<file path="config.mk">
export PLATFORM = sky130hd
export DESIGN_NAME = imem_loader
export DESIGN_NICKNAME = d
export VERILOG_FILES = /design/src/rtl/imem_loader.sv
export SDC_FILE = /design/constraint.sdc
export NUM_CORES = 1
export LEC_CHECK = 0
export ABC_AREA = 1
export CAP_MARGIN = 0
export CORE_MARGIN = 2
export CORE_UTILIZATION = 40
export CTS_BUF_LIST = sky130_fd_sc_hd__clkbuf_16
export DETAILED_ROUTE_END_ITERATION = 8
export PLACE_DENSITY = 0.61
export SETUP_SLACK_MARGIN = 0.2
export SLEW_MARGIN = 10
export SYNTH_ARGS = -nofsm -noshare
export SYNTH_HDL_FRONTEND = slang
export SYNTH_SLANG_ARGS = --single-unit
export TNS_END_PERCENT = 100
</file>
<file path="constraint.sdc">
create_clock -name clk -period 2.3 [get_ports clk]
set_input_delay 0.46 -clock clk [delete_from_list [all_inputs] [get_ports clk]]
set_output_delay 0.46 -clock clk [all_outputs]
set_load 0.01 [all_outputs]
</file>
<file path="src/rtl/imem_loader.sv">
// Byte-stream loader that writes a checksummed program image into instruction memory.
// Optional inter-byte timeout is enabled by defining LOADER_TIMEOUT_EN.
module imem_loader #(
    parameter int          ADDR_WIDTH     = 10,
    parameter int          DATA_WIDTH     = 16,
    parameter logic [7:0]  SYNC_BYTE      = 8'hA5,
    parameter int          TIMEOUT_CYCLES = 1000
) (
    input  logic                  clk,
    input  logic                  reset,
    input  logic [7:0]            in_data,
    input  logic                  in_valid,
    output logic                  in_ready,
    output logic                  imem_we,
    output logic [ADDR_WIDTH-1:0] imem_addr,
    output logic [DATA_WIDTH-1:0] imem_wdata,
    output logic                  cpu_hold,
    output logic                  done,
    output logic                  error
);

    typedef enum logic [2:0] {
        IDLE,
        LEN_HI,
        LEN_LO,
        DATA_HI,
        DATA_LO,
        CHK,
        DONE,
        ERR
    } state_t;

    localparam logic [31:0] CAPACITY = 32'd1 << ADDR_WIDTH;

    state_t                  state_q, state_nxt;
    logic [15:0]             len_q, len_nxt;
    logic [7:0]              hi_q, hi_nxt;
    logic [7:0]              chk_q, chk_nxt;
    logic [ADDR_WIDTH:0]     idx_q, idx_nxt;
    logic [ADDR_WIDTH:0]     idx_inc;
    logic [ADDR_WIDTH-1:0]   addr_nxt;
    logic [DATA_WIDTH-1:0]   wdata_nxt;
    logic                    we_nxt;
    logic                    hold_nxt;
    logic                    done_nxt;
    logic                    error_nxt;
    logic                    accept;
    logic [15:0]             len_rx;

    assign in_ready = 1'b1;
    assign accept   = in_valid && in_ready;
    assign idx_inc  = idx_q + (ADDR_WIDTH+1)'(1);
    assign len_rx   = {len_q[15:8], in_data};

`ifdef LOADER_TIMEOUT_EN
    logic [31:0] tmo_q, tmo_nxt;
`endif

    // Next-state and next-output logic; every register has a hold default.
    always_comb begin
        state_nxt = state_q;
        len_nxt   = len_q;
        hi_nxt    = hi_q;
        chk_nxt   = chk_q;
        idx_nxt   = idx_q;
        addr_nxt  = imem_addr;
        wdata_nxt = imem_wdata;
        we_nxt    = 1'b0;
        hold_nxt  = cpu_hold;
        done_nxt  = done;
        error_nxt = error;
`ifdef LOADER_TIMEOUT_EN
        tmo_nxt   = 32'd0;
`endif

        case (state_q)
            IDLE, DONE, ERR: begin
                if (accept && in_data == SYNC_BYTE) begin
                    state_nxt = LEN_HI;
                    hold_nxt  = 1'b1;
                    done_nxt  = 1'b0;
                    error_nxt = 1'b0;
                    chk_nxt   = 8'd0;
                    idx_nxt   = '0;
                end
            end
            LEN_HI: begin
                if (accept) begin
                    len_nxt[15:8] = in_data;
                    state_nxt     = LEN_LO;
                end
            end
            LEN_LO: begin
                if (accept) begin
                    len_nxt[7:0] = in_data;
                    if ({16'd0, len_rx} > CAPACITY) begin
                        state_nxt = ERR;
                        error_nxt = 1'b1;
                    end else if (len_rx == 16'd0) begin
                        state_nxt = CHK;
                    end else begin
                        state_nxt = DATA_HI;
                    end
                end
            end
            DATA_HI: begin
                if (accept) begin
                    hi_nxt    = in_data;
                    chk_nxt   = chk_q ^ in_data;
                    state_nxt = DATA_LO;
                end
            end
            DATA_LO: begin
                if (accept) begin
                    chk_nxt   = chk_q ^ in_data;
                    we_nxt    = 1'b1;
                    wdata_nxt = {hi_q, in_data};
                    addr_nxt  = idx_q[ADDR_WIDTH-1:0];
                    idx_nxt   = idx_inc;
                    // The index is one bit wider than the address so a full image still compares equal to N.
                    if (32'(idx_inc) == 32'(len_q))
                        state_nxt = CHK;
                    else
                        state_nxt = DATA_HI;
                end
            end
            CHK: begin
                if (accept) begin
                    if (in_data == chk_q) begin
                        state_nxt = DONE;
                        done_nxt  = 1'b1;
                        hold_nxt  = 1'b0;
                    end else begin
                        state_nxt = ERR;
                        error_nxt = 1'b1;
                    end
                end
            end
            default: state_nxt = IDLE;
        endcase

`ifdef LOADER_TIMEOUT_EN
        if (state_q inside {LEN_HI, LEN_LO, DATA_HI, DATA_LO, CHK} && !accept) begin
            tmo_nxt = tmo_q + 32'd1;
            if (tmo_nxt == 32'(TIMEOUT_CYCLES)) begin
                state_nxt = ERR;
                error_nxt = 1'b1;
                done_nxt  = 1'b0;
                hold_nxt  = 1'b1;
                tmo_nxt   = 32'd0;
            end
        end
`endif
    end

    // All state and outputs are registered; reset abandons any frame in flight.
    always_ff @(posedge clk or negedge reset) begin
        if (!reset) begin
            state_q    <= IDLE;
            len_q      <= 16'd0;
            hi_q       <= 8'd0;
            chk_q      <= 8'd0;
            idx_q      <= '0;
            imem_we    <= 1'b0;
            imem_addr  <= '0;
            imem_wdata <= '0;
            cpu_hold   <= 1'b0;
            done       <= 1'b0;
            error      <= 1'b0;
`ifdef LOADER_TIMEOUT_EN
            tmo_q      <= 32'd0;
`endif
        end else begin
            state_q    <= state_nxt;
            len_q      <= len_nxt;
            hi_q       <= hi_nxt;
            chk_q      <= chk_nxt;
            idx_q      <= idx_nxt;
            imem_we    <= we_nxt;
            imem_addr  <= addr_nxt;
            imem_wdata <= wdata_nxt;
            cpu_hold   <= hold_nxt;
            done       <= done_nxt;
            error      <= error_nxt;
`ifdef LOADER_TIMEOUT_EN
            tmo_q      <= tmo_nxt;
`endif
        end
    end

endmodule

</file>
[Yosys cells after proc, flatten, opt, wreduce, memory -nomap -nowiden]
Index checks and enable logic that the tools add are counted.
Word-level totals
  bits in registers: 76
  bits in latches: 0
  bits in writable memories: 0
  memory bits (read-only): 0
  bits of input ports: 11
  output and inout port bits: 31
  logic and storage cells: 85
  memories kept: 0
Cells by class
  add/sub/neg operators: 1
  multiply operators: 0
  divide/modulo/power cells: 0
  magnitude comparators: 1
  equality and inequality tests: 20
  shifts and indexed selects: 0
  muxes and demuxes: 32
  bitwise logic cells: 1
  reduce and logical (&&, ||, !) cells: 18
Operator list (number)
  two-way mux 3 bit: 9
  two-way mux 11 bit: 2
  one-hot mux 11 bit (2 select lines): 1
  inequality test 2 bit, second input constant: 9
  one-hot mux 3 bit (6 select lines): 1
  == test 11 x 16 -> 1 bit: 1
  greater-than comparator 16 x 11 -> 1 bit, second input constant: 1
  zero test 16 bit: 1
  two-way mux 8 bit: 2
  one-hot mux 8 bit (2 select lines): 1
  two-way mux 1 bit: 13
  == test 3 bit, second input constant: 4
  AND reduction 6 bit: 2
  adder 11 x 1 -> 11 bit, second input constant: 1
  == test 8 bit: 1
  == test 8 bit, second input constant: 1
  AND reduction 2 bit: 4
  bitwise XOR 8 bit: 1
  == test 3 x 2 -> 1 bit, second input constant: 2
  AND reduction 3 bit: 2
  nonzero test 2 bit: 3
  one-hot mux 1 bit (2 select lines): 2
  AND reduction 4 bit: 1
  == test 3 x 1 -> 1 bit, second input constant: 1
  other kinds (7): 7

[Longest topological paths before layout]
Gate-level depths: netlist (run 1).
  depth in word-level cells: 5
  depth in mapped cells: 15
  mapped depth without buffers: 15

[Worst setup path after synthesis (run 1)]
No wires, ideal clock.
  path kind: reg2reg
  from: register idx_q[0]
  to: register state_q[1]
  setup time: 117 ps
  data arrival time: 1521 ps
  required time: 2183 ps
  slack: 663 ps
  stages on the path, launching flop included: 13
  buffers on the path: 0
  period minus slack after synthesis: 1637 ps
  path through: dfrtp_1 ha_1 nand2_1 nor2_1 nand3_1 nand3_1 nand2_1 nor2_1 nand2_1 o21bai_1 nand2_1 nand2_1 nand2_1
On the way
  cells in the longest elaborated chain, start to end: 5
Ends and longest elaborated chain
  start: declaration: RTL line 39  | logic [ADDR_WIDTH:0] idx_q, idx_nxt;
  start signal: assignment: RTL line 178  | idx_q <= idx_nxt;
  adder 11 x 1 -> 11 bit: RTL line 52  | assign idx_inc = idx_q + (ADDR_WIDTH+1)'(1);
  == test 11 x 16 -> 1 bit: RTL line 121  | if (32'(idx_inc) == 32'(len_q))
  two-way mux 3 bit: RTL line 121
  two-way mux 3 bit: RTL line 114  | if (accept) begin
  one-hot mux 3 bit (6 select lines): RTL line 76  | case (state_q)
  end signal: assignment: RTL line 174  | state_q <= state_nxt;
  end: declaration: RTL line 35  | state_t state_q, state_nxt;
No other way between the ends. The select of a mux whose other input is x is not followed.
A chain may end at the register's enable or synchronous reset.

[Worst setup path after layout (run 1)]
Same ends and word-level chain as after synthesis.

==> summary.md, run 1 <==
| Metric | Value |
|---|---|
| Worst Reg-to-Reg Cells | `12` |
| Die W | `roughly 100 um` |
| DP HPWL | `between 6000 and 7000 um` |
| Run status | `finished clean` |
| Remaining routing DRC violations | `0` |
| Most used cell, CP | `nand2_1` |
| Reg area | `0.001903 mm2` |
| Synthesis-stage register bit count | `76` |
| Core area | `between 0.009 and 0.01 mm2` |
| Layout area overhead | `25.33%` |
| Adder-Cell Fraction of Synth Area | `0.3396%` |
| Die area | `around 0.010 mm2` |
| NetSw | `2.276 mW` |
| Sequential Power Share | `36.0%` |
| Postcts setup bufs | `0` |
| Largest family of logic cells by synthesized area | `simple AND/OR/NAND/NOR gates` |
| Fin nets | `524` |
| Clk_skew | `about 4.8 ps` |
| Min-Delay Path Class | `primary input to async pin` |
| Required time worst endpoint | `2520 ps` |
| Initial antenna violation count | `0` |
| Worst-path clk slew | `60 ps` |
| Routed WL | `8727 um` |
| Crit path to | `state_q[1]` |
| Row count | `35` |
| Tightest Pin Transition | `514.9 ps` |
| Max Clk Rate | `0.5283 GHz` |
| CTS tree | `built` |
| Slew Limit Fails | `0` |
| Root Buffer | `clkbuf_16` |
| XOR/XNOR share of the synthesized area | `1.902%` |
| # fillers | `889` |
| CP endpoint kind | `register` |
| Placer Congestion | `0.8684` |
| Cell Area, Placed | `0.004294 mm2` |
| Vias in the first global route | `2,969` |
| Routed vias | `3,137` |
| Slowest library cell on the worst path | `dfrtp_2` |
| Post-synthesis compound-gate area fraction | `12.67%` |
| ANT cells | `0` |
| RSZ-0062 raised after global routing | `no` |
| Max Buffers Root-to-Sink | `2` |
| Reg2reg setup slack | `between 400 and 500 ps` |
| CP Cell Sequence | `ha_1, nand2_4, nor2_1, nand3_1, nand3_1, nand2_1, nor2_1, nand2_1, o21bai_1, nand2_1, nand2_1, nand2_1` |
| Setup total negative slack | `0 ps` |
| Wire per inst | `13.92 um` |
| Post-Synthesis Net Count | `467` |
| Setup violations, final | `0` |
| Share of cells above drive strength 1 | `between 10% and 20%` |
| CP startpoint | `idx_q[0]` |
| Maxcap violations | `0` |
| DRT Pass-1 Iters | `5` |
| Final min period | `1893 ps` |
| Internal | `3.862 mW` |
| P_leak | `2.165 nW` |
| Largest stage delay on the critical path | `between 400 and 500 ps` |
| Final Hold Viols | `0` |
| Reg2Reg Capture Point | `state_q[1]` |
| Starting DRT DRC Count | `194` |
| Most common cell after layout, fill and taps aside | `nand2_1` |
| Port Buffers | `40` |
| Comb pwr share | `40.1%` |
| Pwr/cell area | `1329 mW/mm2` |
| Area of the multi-input gates | `0.001530 mm2` |
| Final instance area | `0.004618 mm2` |
| Most frequent cells in the layout | `nand2_1, dfrtp_1, inv_1` |
| Global-route wire length before repair | `14,560 um` |
| Largest net degree at the start of global routing | `41` |
| Critical path data arrival time | `2110 ps` |
| Die height | `between 90 and 100 um` |
| Reg2Reg Launch Point | `idx_q[0]` |
| Post-synthesis mux area share | `0%` |
| CTS Sinks | `76` |
| Number of CTS-inserted buffers | `9` |
| Sw Ratio | `between 30% and 40%` |
| Post-synthesis sequential area ratio | `51.61%` |
| Initial core utilization | `slightly above 40%` |
| # hold bufs at CTS | `0` |
| Fin crit share | `82.30%` |
| Clock share of power | `around a quarter` |
| CP Class | `register to register` |
| Global-route usage over all layers | `between 10% and 20%` |
| Vias per cell | `between 5 and 6` |
| Final ANT Viol Nets | `0` |
| Grt total ovfl | `0` |
| Post-Syn Instances | `455` |
| Post-CTS resize count | `0` |
| Cell Area, Synth | `~0.0037 mm2` |
| Syn. warnings | `0` |
| Slew HR | `65.67%` |
| H-Tree Level Count | `3` |
| CP Launch Type | `register` |
| Post-synthesis simple-gate area fraction | `26.04%` |
| Boundary pin count | `42` |
| Post-synthesis area per instance | `8.098 um2` |
| Synth unique cells | `31` |
| VDD IR max | `between 0.7 and 0.8 mV` |
| Worst-skew pair later-pin latency | `330 ps` |
| Worst Path Max Fanout | `6` |
[metrics by stage]
stage | cells | util, % | hold WS (ps) | worst slack, ps | power (mW)
global placement | 612 | 47.14 | 460.1 | 127.0 | 4.661
finish | 627 | 50.70 | 95.67 | 407.1 | 6.138
detailed placement | 612 | 47.14 | 461.4 | 46.44 | 4.700
CTS | 627 | 50.49 | 121.7 | 253.6 | 6.186
global route | 627 | 50.70 | 138.4 | 192.7 | 6.621
floorplan | 455 | - | 164.4 | 662.7 | 3.756
[power groups by stage]
stage | combinational (mW) | clock, mW | sequential, mW
floorplan | 1.51 | 0 | 2.25
global placement | 2.44 | 0 | 2.22
detailed placement | 2.47 | 0 | 2.23
CTS | 2.48 | 1.49 | 2.22
global route | 2.79 | 1.55 | 2.28
finish | 2.46 | 1.47 | 2.21
[metal layers]
metal	routed length, um	share of wire (%)	global-route usage (%)	vias to the layer above
met2	4116	47	30.35	71
met3	312	3.6	4.248	9
met1	4208	48	25.48	1484
met4	91	1.0	5.796	0
met5	0	0	0	-
li1	-	-	-	1573
[cells in the mapped netlist]
| cell type | count | area [um2] |
|---|---|---|
| nor3_1 | 2 | 10.01 |
| nor2_4 | 1 | 11.26 |
| nand2_1 | 144 | 540.5 |
| o21ai_2 | 9 | 78.83 |
| nand3b_1 | 5 | 37.54 |
| a21oi_1 | 2 | 10.01 |
| xnor2_1 | 3 | 26.28 |
| inv_2 | 16 | 60.06 |
| nor3_2 | 1 | 10.01 |
| nand3_1 | 25 | 125.1 |
| nand3_2 | 2 | 20.02 |
| nor2_2 | 8 | 50.05 |
| o21ai_4 | 1 | 16.27 |
| and2_1 | 1 | 6.260 |
| buf_2 | 2 | 10.01 |
| nor2_1 | 28 | 105.1 |
| clkbuf_1 | 6 | 22.52 |
| o21bai_1 | 2 | 15.01 |
| ha_1 | 1 | 12.51 |
| buf_12 | 1 | 20.02 |
| a21oi_4 | 1 | 16.27 |
| inv_1 | 40 | 150.1 |
| o22ai_1 | 6 | 37.54 |
| o21ai_1 | 31 | 155.2 |
| xor2_1 | 5 | 43.79 |
| dfrtp_1 | 76 | 1902 |
| nand4_1 | 7 | 43.79 |
| buf_4 | 1 | 7.510 |
| conb_1 | 1 | 3.750 |
| o21ai_0 | 26 | 130.1 |
| o211ai_1 | 1 | 7.510 |
[critical path: cells and delay by family, from the launching register on]
family          cells  cell delay, ps
compound gates      1             150
fa+ha+maj           1             260
flops               1             410
simple gates       10             960
[state kept, by name (all words and copies together) (netlist names)]
| name | flops |
|---|---|
| imem_wdata | 16 |
| imem_we | 1 |
| hi_q | 8 |
| cpu_hold | 1 |
| len_q | 16 |
| chk_q | 8 |
| idx_q | 11 |
| state_q | 3 |
| error | 1 |
| done | 1 |
| imem_addr | 10 |
[worst min-delay path by stage]
stage                     endpoint  depth (start not counted)            from
finish                    chk_q[0]                          1           reset
global route              chk_q[0]                          1           reset
CTS                       chk_q[0]                          1           reset
detailed placement  imem_wdata[15]                          2         hi_q[7]
global placement    imem_wdata[15]                          2  imem_wdata[15]
floorplan                 chk_q[0]                          0           reset
[area by class of cell]
type                       instances  area share [%]
clock inverter                     6           1.734
inverter                          56           4.552
tap                              111           3.007
multi-input combinational        313           33.13
clock buffer                       9           4.877
timing repair buffer              56           11.49
sequential                        76           41.21
[kinds of logic after synthesis]
| group | count (synthesis) |
|---|---|
| compound gates | 79 |
| xor+xnor | 8 |
| fa+ha+maj | 1 |
| buf+inv | 66 |
| flops | 76 |
| other cells | 1 |
| simple gates | 224 |
No activity file was read; power rests on OpenSTA's default activity.
==> run 2, diff against run 1 <==
==> constraint.sdc (replaced) <==
create_clock -name clk -period 1.81 [get_ports clk]
set_input_delay 0.362 -clock clk [delete_from_list [all_inputs] [get_ports clk]]
set_output_delay 0.362 -clock clk [all_outputs]
set_load 0.01 [all_outputs]
==> run 2 against run 1 <==
Net effect: sequential cell count is the same; highest routed layer unchanged; sequential share of layout area shrank 2.9 points; combinational power grew 43%; the run now ends with setup timing left; global-route usage shrank 0.26 points; count of clock-buffer cells in the layout is the same; worst hold slack gained 360 ps.
==> summary.md, run 2 (synthesized netlist as in run 1, its figures left out) <==
| Metric | Value |
|---|---|
| Initial antenna violation count | `0 (unchanged)` |
| Global-route wire length before repair | `14,610 um (+0.33%)` |
| Die area | `0.009996 mm2 (unchanged)` |
| Routed WL | `8844 um (+1.3%)` |
| Global-route usage over all layers | `18.57% (-0.26 points)` |
| Clk_skew | `3.671 ps (-1.088 ps)` |
| CP Launch Type | `register` |
| CTS tree | `built` |
| Initial core utilization | `40.45% (unchanged)` |
| Min-Delay Path Class | `primary input to register` |
| Routed vias | `3,216 (+2.5%)` |
| Internal | `4.909 mW (+27%)` |
| Final core utilization | `54.46% (+3.8 points)` |
| Remaining routing DRC violations | `0 (unchanged)` |
| NetSw | `3.008 mW (+32%)` |
| Slew Limit Fails | `0 (unchanged)` |
| Number of placed instances, taps included | `638 (+4.2%)` |
| Die height | `99.98 um (unchanged)` |
| Final Hold Viols | `0 (unchanged)` |
| CP endpoint kind | `register` |
| Sw Ratio | `37.99% (+0.91 points)` |
| Port Buffers | `40 (unchanged)` |
| Starting DRT DRC Count | `113 (-42%)` |
| Most frequent cells in the layout | `nand2_1, dfrtp_1, buf_4` |
| Critical path data arrival time | `2110 ps (about the same)` |
| Worst-skew pair later-pin latency | `330 ps (about the same)` |
| Max Buffers Root-to-Sink | `2 (unchanged)` |
| Max Clk Rate | `0.5287 GHz (about the same)` |
| Boundary pin count | `42 (unchanged)` |
| Run status | `complete, but fails checks` |
| Fin nets | `556 (+6.1%)` |
| Maxcap violations | `0 (unchanged)` |
| Row count | `35 (unchanged)` |
| Worst Path Max Fanout | `3 (-3)` |
| Wire per inst | `13.40 um (-3.7%)` |
| VDD IR max | `0.8732 mV (+24%)` |
| CTS Sinks | `76 (unchanged)` |
| Critical path buffers and inverters | `3 (+3)` |
| Pwr/cell area | `1596 mW/mm2 (+20%)` |
| Failing checks | `setup timing` |
| Vias per cell | `4.873 (-2.6%)` |
| ANT cells | `0 (unchanged)` |
| Vias in the first global route | `3,116 (+5.0%)` |
| Most common cell after layout, fill and taps aside | `nand2_1` |
| CP Cell Sequence | `buf_4, inv_2, buf_4, o21ai_1, nand2_1, nand2_1, nand3_1, nor2_2, nand3_2, o21bai_1, nand2_1, nand2_1, nand2_1` |
| Top Registers | `imem_wdata (16), len_q (16), idx_q (11)` |
| P_leak | `2.599 nW (+20%)` |
| Root Buffer | `clkbuf_16` |
| Grt total ovfl | `0 (unchanged)` |
| H-Tree Level Count | `3 (unchanged)` |
| DP HPWL | `6236 um (-4.6%)` |
| Setup violations, final | `1 (+1)` |
| Share of cells above drive strength 1 | `21.31% (+7.0 points)` |
| Comb pwr share | `44.6% (+4.5 points)` |
| Post-layout instance count excluding filler cells | `660 (+5.3%)` |
| Clock share of power | `20.5% (-3.4 points)` |
| DRT Pass-1 Iters | `5 (unchanged)` |
| Worst path top cell family by delay | `simple AND/OR/NAND/NOR gates` |
| Layout area overhead | `34.64%` |
| Fin crit share | `104.5% (+22 points)` |
| Sequential Power Share | `34.9% (-1.1 points)` |
| Number of CTS-inserted buffers | `9 (unchanged)` |
| Fin worst setup slack | `-81.29 ps (-488.4 ps)` |
| Slowest library cell on the worst path | `dfrtp_1` |
| Overall power | `7.917 mW (+29%)` |
| Die W | `99.98 um (unchanged)` |
| # fillers | `878 (-1.2%)` |
| Placer Congestion | `0.8788 (+1.2%)` |
| RSZ-0062 raised after global routing | `yes` |
| Final min period | `1891 ps (-1.598 ps)` |
| Required time worst endpoint | `2030 ps (-490 ps)` |
| Core area | `0.009109 mm2 (unchanged)` |
| Most used cell, CP | `nand2_1` |
| Worst-path clk slew | `60 ps (about the same)` |
| CP Class | `register to register` |
| Largest stage delay on the critical path | `420 ps (about the same)` |
| Largest net degree at the start of global routing | `52 (+27%)` |
| Final ANT Viol Nets | `0 (unchanged)` |
==> run 2: metrics by stage <==
stage	worst slack (ps)	setup TNS, ps	area [um2]	hold WS [ps]
after floorplan	248.8	0	3702	66.41
after global placement	-200.6	-3188	4532	324.4
after detailed placement	-195.9	-2548	4532	327.4
after CTS	0.9512	0	4863	471.9
final	-81.29	-81.29	4961	455.3
after global routing	-162.6	-294.9	4961	491.0
==> run 2: power groups by stage <==
stage | logic [mW] | clock network, mW | registers [mW]
floorplan | 1.93 | 0 | 2.86
global placement | 3.27 | 0 | 2.77
detailed placement | 3.33 | 0 | 2.79
CTS | 3.53 | 1.66 | 2.77
global route | 3.90 | 1.75 | 2.85
finish | 3.53 | 1.63 | 2.76
==> run 2: cell type report <==
class,instances,area [um2],area share [%]
Timing Repair Buffer,88,862.1,17.38
Tap cell,111,138.9,2.799
Multi-Input combinational cell,313,1579,31.83
Clock inverter,7,43.79,0.8827
Sequential cell,76,1902,38.34
Inverter,56,210.2,4.237
Clock buffer,9,225.2,4.540
==> run 2: what timing repair did <==
item	4_1_cts	5_1_grt
gates cloned	1	0
setup endpoints to repair	12	53
endpoints found under the hold margin	27	0
pin swaps	1	9
hold buffers	1	0
buffers inserted	2	2
resized for setup	12	30
==> run 2: final timing paths <==
check	startpoint	end	slack [ps]	cells after the start
setup / recovery	idx_q[0]	state_q[1]	-80	13
hold / removal	in_data[4]	len_q[4]	460	4
setup reg to reg	idx_q[0]	state_q[1]	-80	13
hold reg to reg	imem_wdata[11]	imem_wdata[11]	460	2
max in group asynchronous	reset	len_q[3]	760	3
min in group asynchronous	reset	imem_wdata[13]	510	2
==> run 2: routing by layer <==
layer	track usage, %	vias to the layer above	part of all wire, %
li1	-	1637	-
met1	24.68	1493	48
met2	29.26	64	45
met3	4.387	22	3.6
met4	7.903	0	3.1
met5	0	-	0
==> run 2: worst register-to-register path, cell delays in order (launching register included) <==
cell and delay (ps):
dfrtp_1 420, buf_4 140, inv_2 30, buf_4 130, o21ai_1 180, nand2_1 100
nand2_1 70, nand3_1 90, nor2_2 140, nand3_2 100, o21bai_1 190, nand2_1 80
nand2_1 70, nand2_1 50
==> run 3, diff against run 2 <==
--- a/config.mk
+++ b/config.mk
@@ -11,7 +11,7 @@
 export CORE_UTILIZATION = 40
 export CTS_BUF_LIST = sky130_fd_sc_hd__clkbuf_16
 export DETAILED_ROUTE_END_ITERATION = 8
-export PLACE_DENSITY = 0.61
+export PLACE_DENSITY = 0.63
 export SETUP_SLACK_MARGIN = 0.2
 export SLEW_MARGIN = 10
 export SYNTH_ARGS = -nofsm -noshare
==> constraint.sdc (replaced) <==
create_clock -name clk -period 1.7 [get_ports clk]
set_input_delay 0.34 -clock clk [delete_from_list [all_inputs] [get_ports clk]]
set_output_delay 0.34 -clock clk [all_outputs]
set_load 0.01 [all_outputs]
==> run 3 against run 2 <==
Net effect: largest power group unchanged; sequential power up 8.0%; die area is the same; first-iteration DRC count increased by 33%; sequential cell count unchanged; highest routed layer unchanged; combinational power increased by 23%; global-route usage grew 2.6 points; the flow still finishes with violations (setup timing).
==> summary.md, run 3 (synthesized netlist as in run 1, its figures left out) <==
| Metric | Value |
|---|---|
| Global-route usage over all layers | `21.20% (+2.6 points)` |
| CTS Sinks | `76 (unchanged)` |
| Routed vias | `3,422 (+6.4%)` |
| CP Class | `register to register` |
| Clock share of power | `20.6% (about the same)` |
| Largest net degree at the start of global routing | `36 (-31%)` |
| Fin nets | `575 (+3.4%)` |
| # fillers | `799 (-9.0%)` |
| Reg2Reg Launch Point | `idx_q[1]` |
| Port Buffers | `40 (unchanged)` |
| Die area | `0.009996 mm2 (unchanged)` |
| CP startpoint | `idx_q[1]` |
| Min-Delay Path Class | `primary input to register` |
| Failing checks | `setup timing` |
| Max Buffers Root-to-Sink | `2 (unchanged)` |
| Grt total ovfl | `0 (unchanged)` |
| VDD IR max | `0.9461 mV (+8.4%)` |
| Clk_skew | `6.311 ps (+2.639 ps)` |
| Die W | `99.98 um (unchanged)` |
| CP Launch Type | `register` |
| Required time worst endpoint | `1920 ps (-110 ps)` |
| Fin crit share | `105.5% (+0.97 points)` |
| Setup total negative slack | `-163.3 ps (-82.00 ps)` |
| Share of cells above drive strength 1 | `30.81% (+9.5 points)` |
| Layout area overhead | `47.78%` |
| Remaining routing DRC violations | `0 (unchanged)` |
| Most frequent cells in the layout | `nand2_1, dfrtp_1, buf_4` |
| NetSw | `3.585 mW (+19%)` |
| Final ANT Viol Nets | `0 (unchanged)` |
| RSZ-0062 raised after global routing | `yes` |
| Critical path data arrival time | `2020 ps (-90 ps)` |
| Max Clk Rate | `0.5578 GHz (+5.5%)` |
| Initial antenna violation count | `0 (unchanged)` |
| H-Tree Level Count | `3 (unchanged)` |
| Internal | `5.620 mW (+14%)` |
| Final Hold Viols | `0 (unchanged)` |
| Setup violations, final | `2 (+1)` |
| Wire per inst | `14.58 um (+8.8%)` |
| Sw Ratio | `38.95% (+0.96 points)` |
| Initial core utilization | `40.45% (unchanged)` |
| Row count | `35 (unchanged)` |
| Worst Path Max Fanout | `6 (+3)` |
| Number of placed instances, taps included | `642 (+0.63%)` |
| Routed WL | `9897 um (+12%)` |
| Vias in the first global route | `3,389 (+8.8%)` |
| Hold WS | `467.8 ps (+12.54 ps)` |
| ANT cells | `0 (unchanged)` |
| Post-layout instance count excluding filler cells | `679 (+2.9%)` |
| Pwr/cell area | `1691 mW/mm2 (+5.9%)` |
| Placer Congestion | `0.8740 (-0.55%)` |
| Comb pwr share | `47.0% (+2.4 points)` |
| Maxcap violations | `0 (unchanged)` |
| Boundary pin count | `42 (unchanged)` |
| Vias per cell | `5.040 (+3.4%)` |
| Sequential Power Share | `32.4% (-2.5 points)` |
| Run status | `complete, but fails checks` |
| DP HPWL | `6322 um (+1.4%)` |
| Slew Limit Fails | `0 (unchanged)` |
| Number of CTS-inserted buffers | `9 (unchanged)` |
| DRT Pass-1 Iters | `4 (-1)` |
| CTS tree | `built` |
| Starting DRT DRC Count | `150 (+33%)` |
| Final min period | `1793 ps (-98.45 ps)` |
| Global-route wire length before repair | `16,620 um (+14%)` |
| Hold_sp | `in_data[4]` |
| Worst-path clk slew | `60 ps (about the same)` |
| Worst-skew pair later-pin latency | `330 ps (about the same)` |
| Fin worst setup slack | `-92.84 ps (-11.55 ps)` |
| P_leak | `2.648 nW (+1.9%)` |
| CP endpoint kind | `register` |
| Die height | `99.98 um (unchanged)` |
| Top Registers | `imem_wdata (16), len_q (16), idx_q (11)` |
| Most common cell after layout, fill and taps aside | `nand2_1` |
| Root Buffer | `clkbuf_16` |
| Overall power | `9.206 mW (+16%)` |
| Core area | `0.009109 mm2 (unchanged)` |
| Setup slack at placement | `-305.0 ps (-109.1 ps)` |
run 3: worst max-delay path, stage by stage, from the launching register on:
cell	delay, ps
dfrtp_1	430
ha_4	200
nand2_4	100
inv_1	60
nand2_1	80
nand2_1	100
nand2_1	70
nand2_1	40
nor2_1	140
nand3_2	120
o21bai_1	150
nand2_1	80
nand2_1	60
nand2_1	50
run 3: area by class of cell:
| type | count | area (um2) | share of cell area (%) |
|---|---|---|---|
| flip-flops and latches | 76 | 1903 | 34.95 |
| clock inverters | 7 | 66.31 | 1.218 |
| well taps | 111 | 138.9 | 2.551 |
| multi-input cells | 313 | 1779 | 32.67 |
| inverters | 56 | 222.7 | 4.090 |
| repair buffers | 106 | 1102 | 20.24 |
| clock buffers | 9 | 225.2 | 4.136 |
| repair inverters | 1 | 7.507 | 0.1379 |
run 3: stage by stage:
stage / util (%) / instance area [um2]
2_1_floorplan: - / 3724
3_3_place_gp: 50.45 / 4596
3_5_place_dp: 50.45 / 4596
4_1_cts: 59.44 / 5414
5_1_grt: 59.78 / 5445
6_report: 59.78 / 5445
run 3: final timing paths:
kind | depth (start not counted) | slack [ps] | endpoint
max | 13 | -90 | state_q[1]
min | 3 | 470 | len_q[4]
max reg2reg | 13 | -90 | state_q[1]
min reg2reg | 2 | 470 | imem_wdata[14]
max in group asynchronous | 3 | 660 | len_q[4]
min in group asynchronous | 2 | 500 | imem_wdata[3]
run 3: metal layers:
| layer | track usage (%) | share of wire, % | vias up |
|---|---|---|---|
| met1 | 28.19 | 45 | 1634 |
| met4 | 10.01 | 2.6 | 0 |
| met5 | 0 | 0 | - |
| met2 | 34.56 | 49 | 86 |
| li1 | - | - | 1680 |
| met3 | 2.786 | 3.5 | 22 |
run 3: power groups by stage:
stage          sequential [mW]  combinational, mW  clock [mW]
3_3_place_gp              2.94               3.57           0
2_1_floorplan             3.06               2.08           0
5_1_grt                   3.07               4.78        1.98
4_1_cts                   2.98               4.27        1.92
6_report                  2.98               4.33        1.89
3_5_place_dp              2.97               3.63           0
run 3: repair_timing:
action	CTS	global route
gates cloned	7	0
buffers inserted	13	0
endpoints found under the setup margin	81	64
pin swaps	13	4
hold buffers	1	0
gates resized for setup	123	7
hold endpoints to repair	28	0
